$ cat config.mk
export PLATFORM = sky130hd
export DESIGN_NAME = ar_forward_slice
export DESIGN_NICKNAME = d
export VERILOG_FILES = /design/src/rtl/ar_forward_slice.sv
export SDC_FILE = /design/constraint.sdc
export NUM_CORES = 1
export LEC_CHECK = 0
export ABC_AREA = 1
export ABC_CLOCK_PERIOD_IN_PS = 13100
export CAP_MARGIN = 15
export CELL_PAD_IN_SITES_DETAIL_PLACEMENT = 0
export CELL_PAD_IN_SITES_GLOBAL_PLACEMENT = 1
export CORE_UTILIZATION = 40
export DETAILED_ROUTE_END_ITERATION = 7
export PLACE_DENSITY = 0.89
export SLEW_MARGIN = 40
export SYNTH_ARGS = -nofsm -noshare
export SYNTH_HDL_FRONTEND = slang
export SYNTH_SLANG_ARGS = --single-unit
$ cat constraint.sdc
create_clock -name CLK -period 13.1 [get_ports CLK]
set_input_delay 1.965 -clock CLK [delete_from_list [all_inputs] [get_ports CLK]]
set_output_delay 1.965 -clock CLK [all_outputs]
set_load 0.005 [all_outputs]
$ cat src/rtl/ar_forward_slice.sv
// AR-channel forward slice: unpacks a packed AR bundle through a fully registered two-entry skid buffer.
// Optional burst-rule checker is enabled by defining AR_FORWARD_CHECK_EN.
module ar_forward_slice #(
  parameter int ID_W       = 8,
  parameter int ADDR_W     = 36,
  parameter int USER_W     = 4,
  parameter int DATA_BYTES = 8,
  localparam int PKT_W     = ID_W + ADDR_W + 29 + USER_W
) (
  input  logic              CLK,
  input  logic              RESETn,
  input  logic [PKT_W-1:0]  DATA,
  input  logic              VALID,
  output logic              READY,
  output logic [ID_W-1:0]   ARID,
  output logic [ADDR_W-1:0] ARADDR,
  output logic [7:0]        ARLEN,
  output logic [2:0]        ARSIZE,
  output logic [1:0]        ARBURST,
  output logic              ARLOCK,
  output logic [3:0]        ARCACHE,
  output logic [2:0]        ARPROT,
  output logic [3:0]        ARQOS,
  output logic [3:0]        ARREGION,
  output logic [USER_W-1:0] ARUSER,
  output logic              ARVALID,
  input  logic              ARREADY,
  output logic              PROT_ERR,
  output logic [2:0]        ERR_CODE,
  output logic [1:0]        dbg_state
);

  typedef struct packed {
    logic [ID_W-1:0]   id;
    logic [ADDR_W-1:0] addr;
    logic [7:0]        len;
    logic [2:0]        size;
    logic [1:0]        burst;
    logic              lock;
    logic [3:0]        cache;
    logic [2:0]        prot;
    logic [3:0]        qos;
    logic [3:0]        region;
    logic [USER_W-1:0] user;
  } ar_t;

  typedef enum logic [1:0] {EMPTY = 2'd0, ONE = 2'd1, FULL = 2'd2} state_t;

  state_t state, state_nxt;
  ar_t    in_pkt, m_pkt, s_pkt;
  logic   valid_q, ready_q;
  logic   accept, issue, load_m, load_s, move_s;

  // Handshakes: a transfer happens on an edge where valid and ready are both high;
  // once ARVALID is up the AR outputs hold until ARREADY is seen.
  assign in_pkt = DATA;
  assign accept = VALID & ready_q;
  assign issue  = valid_q & ARREADY;

  always_comb begin
    state_nxt = state;
    load_m    = 1'b0;
    load_s    = 1'b0;
    move_s    = 1'b0;
    case (state)
      EMPTY: if (accept) begin
        state_nxt = ONE;
        load_m    = 1'b1;
      end
      ONE: begin
        if (accept && issue) begin
          load_m = 1'b1;
        end else if (accept) begin
          state_nxt = FULL;
          load_s    = 1'b1;
        end else if (issue) begin
          state_nxt = EMPTY;
        end
      end
      FULL: if (issue) begin
        state_nxt = ONE;
        move_s    = 1'b1;
      end
      default: state_nxt = EMPTY;
    endcase
  end

  // READY stays low through reset and rises on the first edge after release.
  always_ff @(posedge CLK or negedge RESETn) begin
    if (!RESETn) begin
      state   <= EMPTY;
      valid_q <= 1'b0;
      ready_q <= 1'b0;
    end else begin
      state   <= state_nxt;
      valid_q <= (state_nxt != EMPTY);
      ready_q <= (state_nxt != FULL);
    end
  end

  always_ff @(posedge CLK) begin
    if (load_m)      m_pkt <= in_pkt;
    else if (move_s) m_pkt <= s_pkt;
    if (load_s)      s_pkt <= in_pkt;
  end

  assign READY     = ready_q;
  assign ARVALID   = valid_q;
  assign ARID      = m_pkt.id;
  assign ARADDR    = m_pkt.addr;
  assign ARLEN     = m_pkt.len;
  assign ARSIZE    = m_pkt.size;
  assign ARBURST   = m_pkt.burst;
  assign ARLOCK    = m_pkt.lock;
  assign ARCACHE   = m_pkt.cache;
  assign ARPROT    = m_pkt.prot;
  assign ARQOS     = m_pkt.qos;
  assign ARREGION  = m_pkt.region;
  assign ARUSER    = m_pkt.user;
  assign dbg_state = state;

`ifdef AR_FORWARD_CHECK_EN
  localparam int SIZE_LOG2 = $clog2(DATA_BYTES);
  logic [2:0]  code;
  logic [15:0] span;
  logic        prot_err_q;
  logic [2:0]  err_code_q;

  // Burst end offset within the 4KB page; 16 bits covers the worst case 4095 + 256*128.
  always_comb begin
    span = {4'd0, in_pkt.addr[11:0]} + ((16'(in_pkt.len) + 16'd1) << in_pkt.size);
    code = 3'd0;
    if (in_pkt.burst == 2'b11)
      code = 3'd1;
    else if (in_pkt.burst == 2'b10 && !(in_pkt.len == 8'd1 || in_pkt.len == 8'd3 ||
                                        in_pkt.len == 8'd7 || in_pkt.len == 8'd15))
      code = 3'd2;
    else if (int'(in_pkt.size) > SIZE_LOG2)
      code = 3'd3;
    else if (in_pkt.burst == 2'b01 && in_pkt.len > 8'd15 && in_pkt.lock)
      code = 3'd4;
    else if (in_pkt.burst == 2'b01 && span > 16'd4096)
      code = 3'd5;
  end

  always_ff @(posedge CLK or negedge RESETn) begin
    if (!RESETn) begin
      prot_err_q <= 1'b0;
      err_code_q <= 3'd0;
    end else if (accept && code != 3'd0 && !prot_err_q) begin
      prot_err_q <= 1'b1;
      err_code_q <= code;
    end
  end

  assign PROT_ERR = prot_err_q;
  assign ERR_CODE = err_code_q;
`else
  assign PROT_ERR = 1'b0;
  assign ERR_CODE = 3'd0;
`endif

endmodule

==> qor.yml <==
drt:
  first_pass_iters: 5
  postRouteAntennaNets: 0
  routedWlPerCell_um: 15.06
  drtIter0Drc: 314
  remaining_drc_errors: 0
  vias_per_cell: 4.896
  num_vias: 3892
  wirelength_um: 11970
synth:
  ys_ff_latch: 158
  synth_area_sq_mm: 0.005956
  synth_cells: 439
  avgSynthCellArea_sq_um: 13.57
  synth_seq_area_share_pct: 79.33
  synth_warnings: 0
  yosysUniqueCellTypes: 15
cts:
  clkTransAtPathRegs_ns: 0.06
  cts_root_buf: "clkbuf_16"
  clockBufferDepth: 2
  clock_latency_ns: 0.42
  post_cts_buffers: 0
  htree_levels: 4
  cts_made_buffers: 17
  ctsResizeCount: 0
  cts_hold_buf: 0
  cts_tree: "built"
  cts.sinks: 158
setup_path:
  cp-end-kind: "flip-flop"
  crit_arrival_ns: 4.21
  crit_path_max_incr_delay_ns: 0.52
  rrSetupSlack_ns: 10.50
  cpLargestDelayFamily: "buffers and inverters"
  crit_required_ns: 13.15
  path_buf_inv: 3
  criticalPathCategory: "input port to flip-flop"
  crit_fanout: 80
  worstPathCellList: "clkdlybuf4s50_1 -> nand2_1 -> nand2_8 -> nor2_4 -> buf_8 -> buf_4"
  start_kind: "input port"
  slowest_stage: "buf_4"
final_layout:
  antenna_cells: 0
  layout_common_cells: "clkdlybuf4s50_1, nand2_1, edfxtp_1"
  final_area_sq_mm: 0.008295
  layout-drive-gt1-share_pct: 6.056
  area_delta_synth_final_pct: 39.29
  fin_nets: 679
  final_common_cell: "clkdlybuf4s50_1"
placed_design:
  gp_congestion: 0.7395
  io_buffers: 161
  dpl.hpwl_um: 7454
  placed_area_sq_mm: 0.007691
timing:
  finalSetupViolations: 0
  skew_ns: 0.005596
  maxSlewHeadroom_pct: 47.81
  fin_crit_sh_pct: 31.72
  worst_pin_slew_ns: 0.7829
  fmax_mhz: 240.6
  finalCriticalPeriod_ns: 4.156
  hold_viol: 0
  rsz0062_at_grt: "no"
  slew_viol_final: 0
  tns_ns: 0
global_routing:
  grt_pass1_vias: 3675
  grt_max_degree: 81
  grt_pass1_wl_um: 18220
  antenna_found_initial: 0
  grt_usage_pct: 16.10
  overflow: 0
floorplanning:
  row_count: 44
  io_pins: 166
  die_height_um: 124.0
  core_sq_mm: 0.01453
  fp.dieW_um: 124.0
  start_util_pct: 40.98
  die-area_sq_mm: 0.01538
pwr:
  power_frac_seq_pct: 44.6
  p_switching_w: 0.0005078
  peakVddDrop_uv: 200.0
  clkPwrFrac_pct: 27.3
  p_comb_share_pct: 28.1
  p_per_area_mw_per_mm2: 213.2
  cellInternalPower_w: 0.001261
  p_leak_nw: 3.165
  switching_share_pct: 28.71
status:
  outcome: "completed"
job:
  cap_violations: 0
worst_hold_path:
  min_path_type: "flip-flop to flip-flop"
-- flip-flops by register name, summed over array words and instances (netlist names), 3 cells and up --
name      flops
ARUSER        4
ARLEN         8
ARADDR       36
ARID          8
ARCACHE       4
s_pkt        77
ARQOS         4
ARREGION      4
ARPROT        3
ARSIZE        3
-- layout make-up --
cell class | instances | area [sq um]
Fill cell | 1193 | 6238
Sequential cell | 158 | 4725
Timing Repair Buffer | 165 | 1649
Multi-Input combinational cell | 251 | 1092
Clock buffer | 19 | 432.9
Tap cell | 184 | 230.2
Clock inverter | 13 | 147.6
Inverter | 5 | 18.77
-- per-layer routing --
layer	track usage [%]	share of wire, %	up-vias
li1	-	-	1851
met1	20.98	42	1843
met2	24.79	48	180
met3	5.357	8.3	18
met4	6.548	1.6	0
met5	0	0	-
-- final timing paths --
check,start,end,cells past startpoint
worst max register to register,ARVALID$_DFF_PN0_,s_pkt[10]$_DFFE_PP_,5
min in group asynchronous,RESETn,dbg_state[0]$_DFF_PN0_,1
worst min register to register,s_pkt[74]$_DFFE_PP_,ARID[5]$_DFFE_PP_,2
worst max-delay path,ARREADY,s_pkt[10]$_DFFE_PP_,6
worst min-delay path,s_pkt[74]$_DFFE_PP_,ARID[5]$_DFFE_PP_,2
max in group asynchronous,RESETn,ARVALID$_DFF_PN0_,1
-- Yosys cell counts, drive strengths merged --
cell type / count / area [sq um]
inv: 5 / 18.77
nand4: 1 / 6.260
clkbuf: 2 / 7.510
nand3: 78 / 390.4
nor2: 6 / 30.03
buf: 26 / 161.4
nand2: 162 / 613.1
edfxtp: 154 / 4624
conb: 1 / 3.750
dfrtp: 4 / 100.1
-- cells by family after synthesis --
kind of cell / count (synthesis) / synth area share [%]
AND/OR/NAND/NOR: 247 / 17.46
flip-flops: 158 / 79.33
buffers and inverters: 33 / 3.151
other: 1 / 0.06296
-- power groups by stage --
stage | Sequential (W) | Combinational (W) | Clock [W]
CTS | 0.000789 | 0.000503 | 0.000493
finish | 0.000788 | 0.000498 | 0.000483
detailed placement | 0.000796 | 0.000501 | 0
global route | 0.000798 | 0.000555 | 0.000517
global placement | 0.000794 | 0.000484 | 0
floorplan | 0.000813 | 0.000243 | 0
-- worst reg2reg max path, stage by stage, from the launching register on --
cell and delay (ns):
dfrtp_1 0.41, nand2_1 0.20, nand2_8 0.33, nor2_4 0.48
buf_8 0.25, buf_4 0.53
-- metrics by stage --
step | std cells | setup WS, ns | utilization (%) | power, W | hold slack [ns]
after detailed placement | 762 | 8.083 | 52.92 | 0.001297 | 0.4941
after global placement | 762 | 8.195 | 52.86 | 0.001278 | 0.4929
after CTS | 794 | 8.530 | 56.91 | 0.001785 | 0.5092
final | 795 | 8.944 | 57.08 | 0.001769 | 0.5083
after floorplan | 442 | 7.137 | - | 0.001056 | 0.4874
after global routing | 795 | 8.731 | 57.08 | 0.001870 | 0.5225
(Power assumes the default switching activity.)
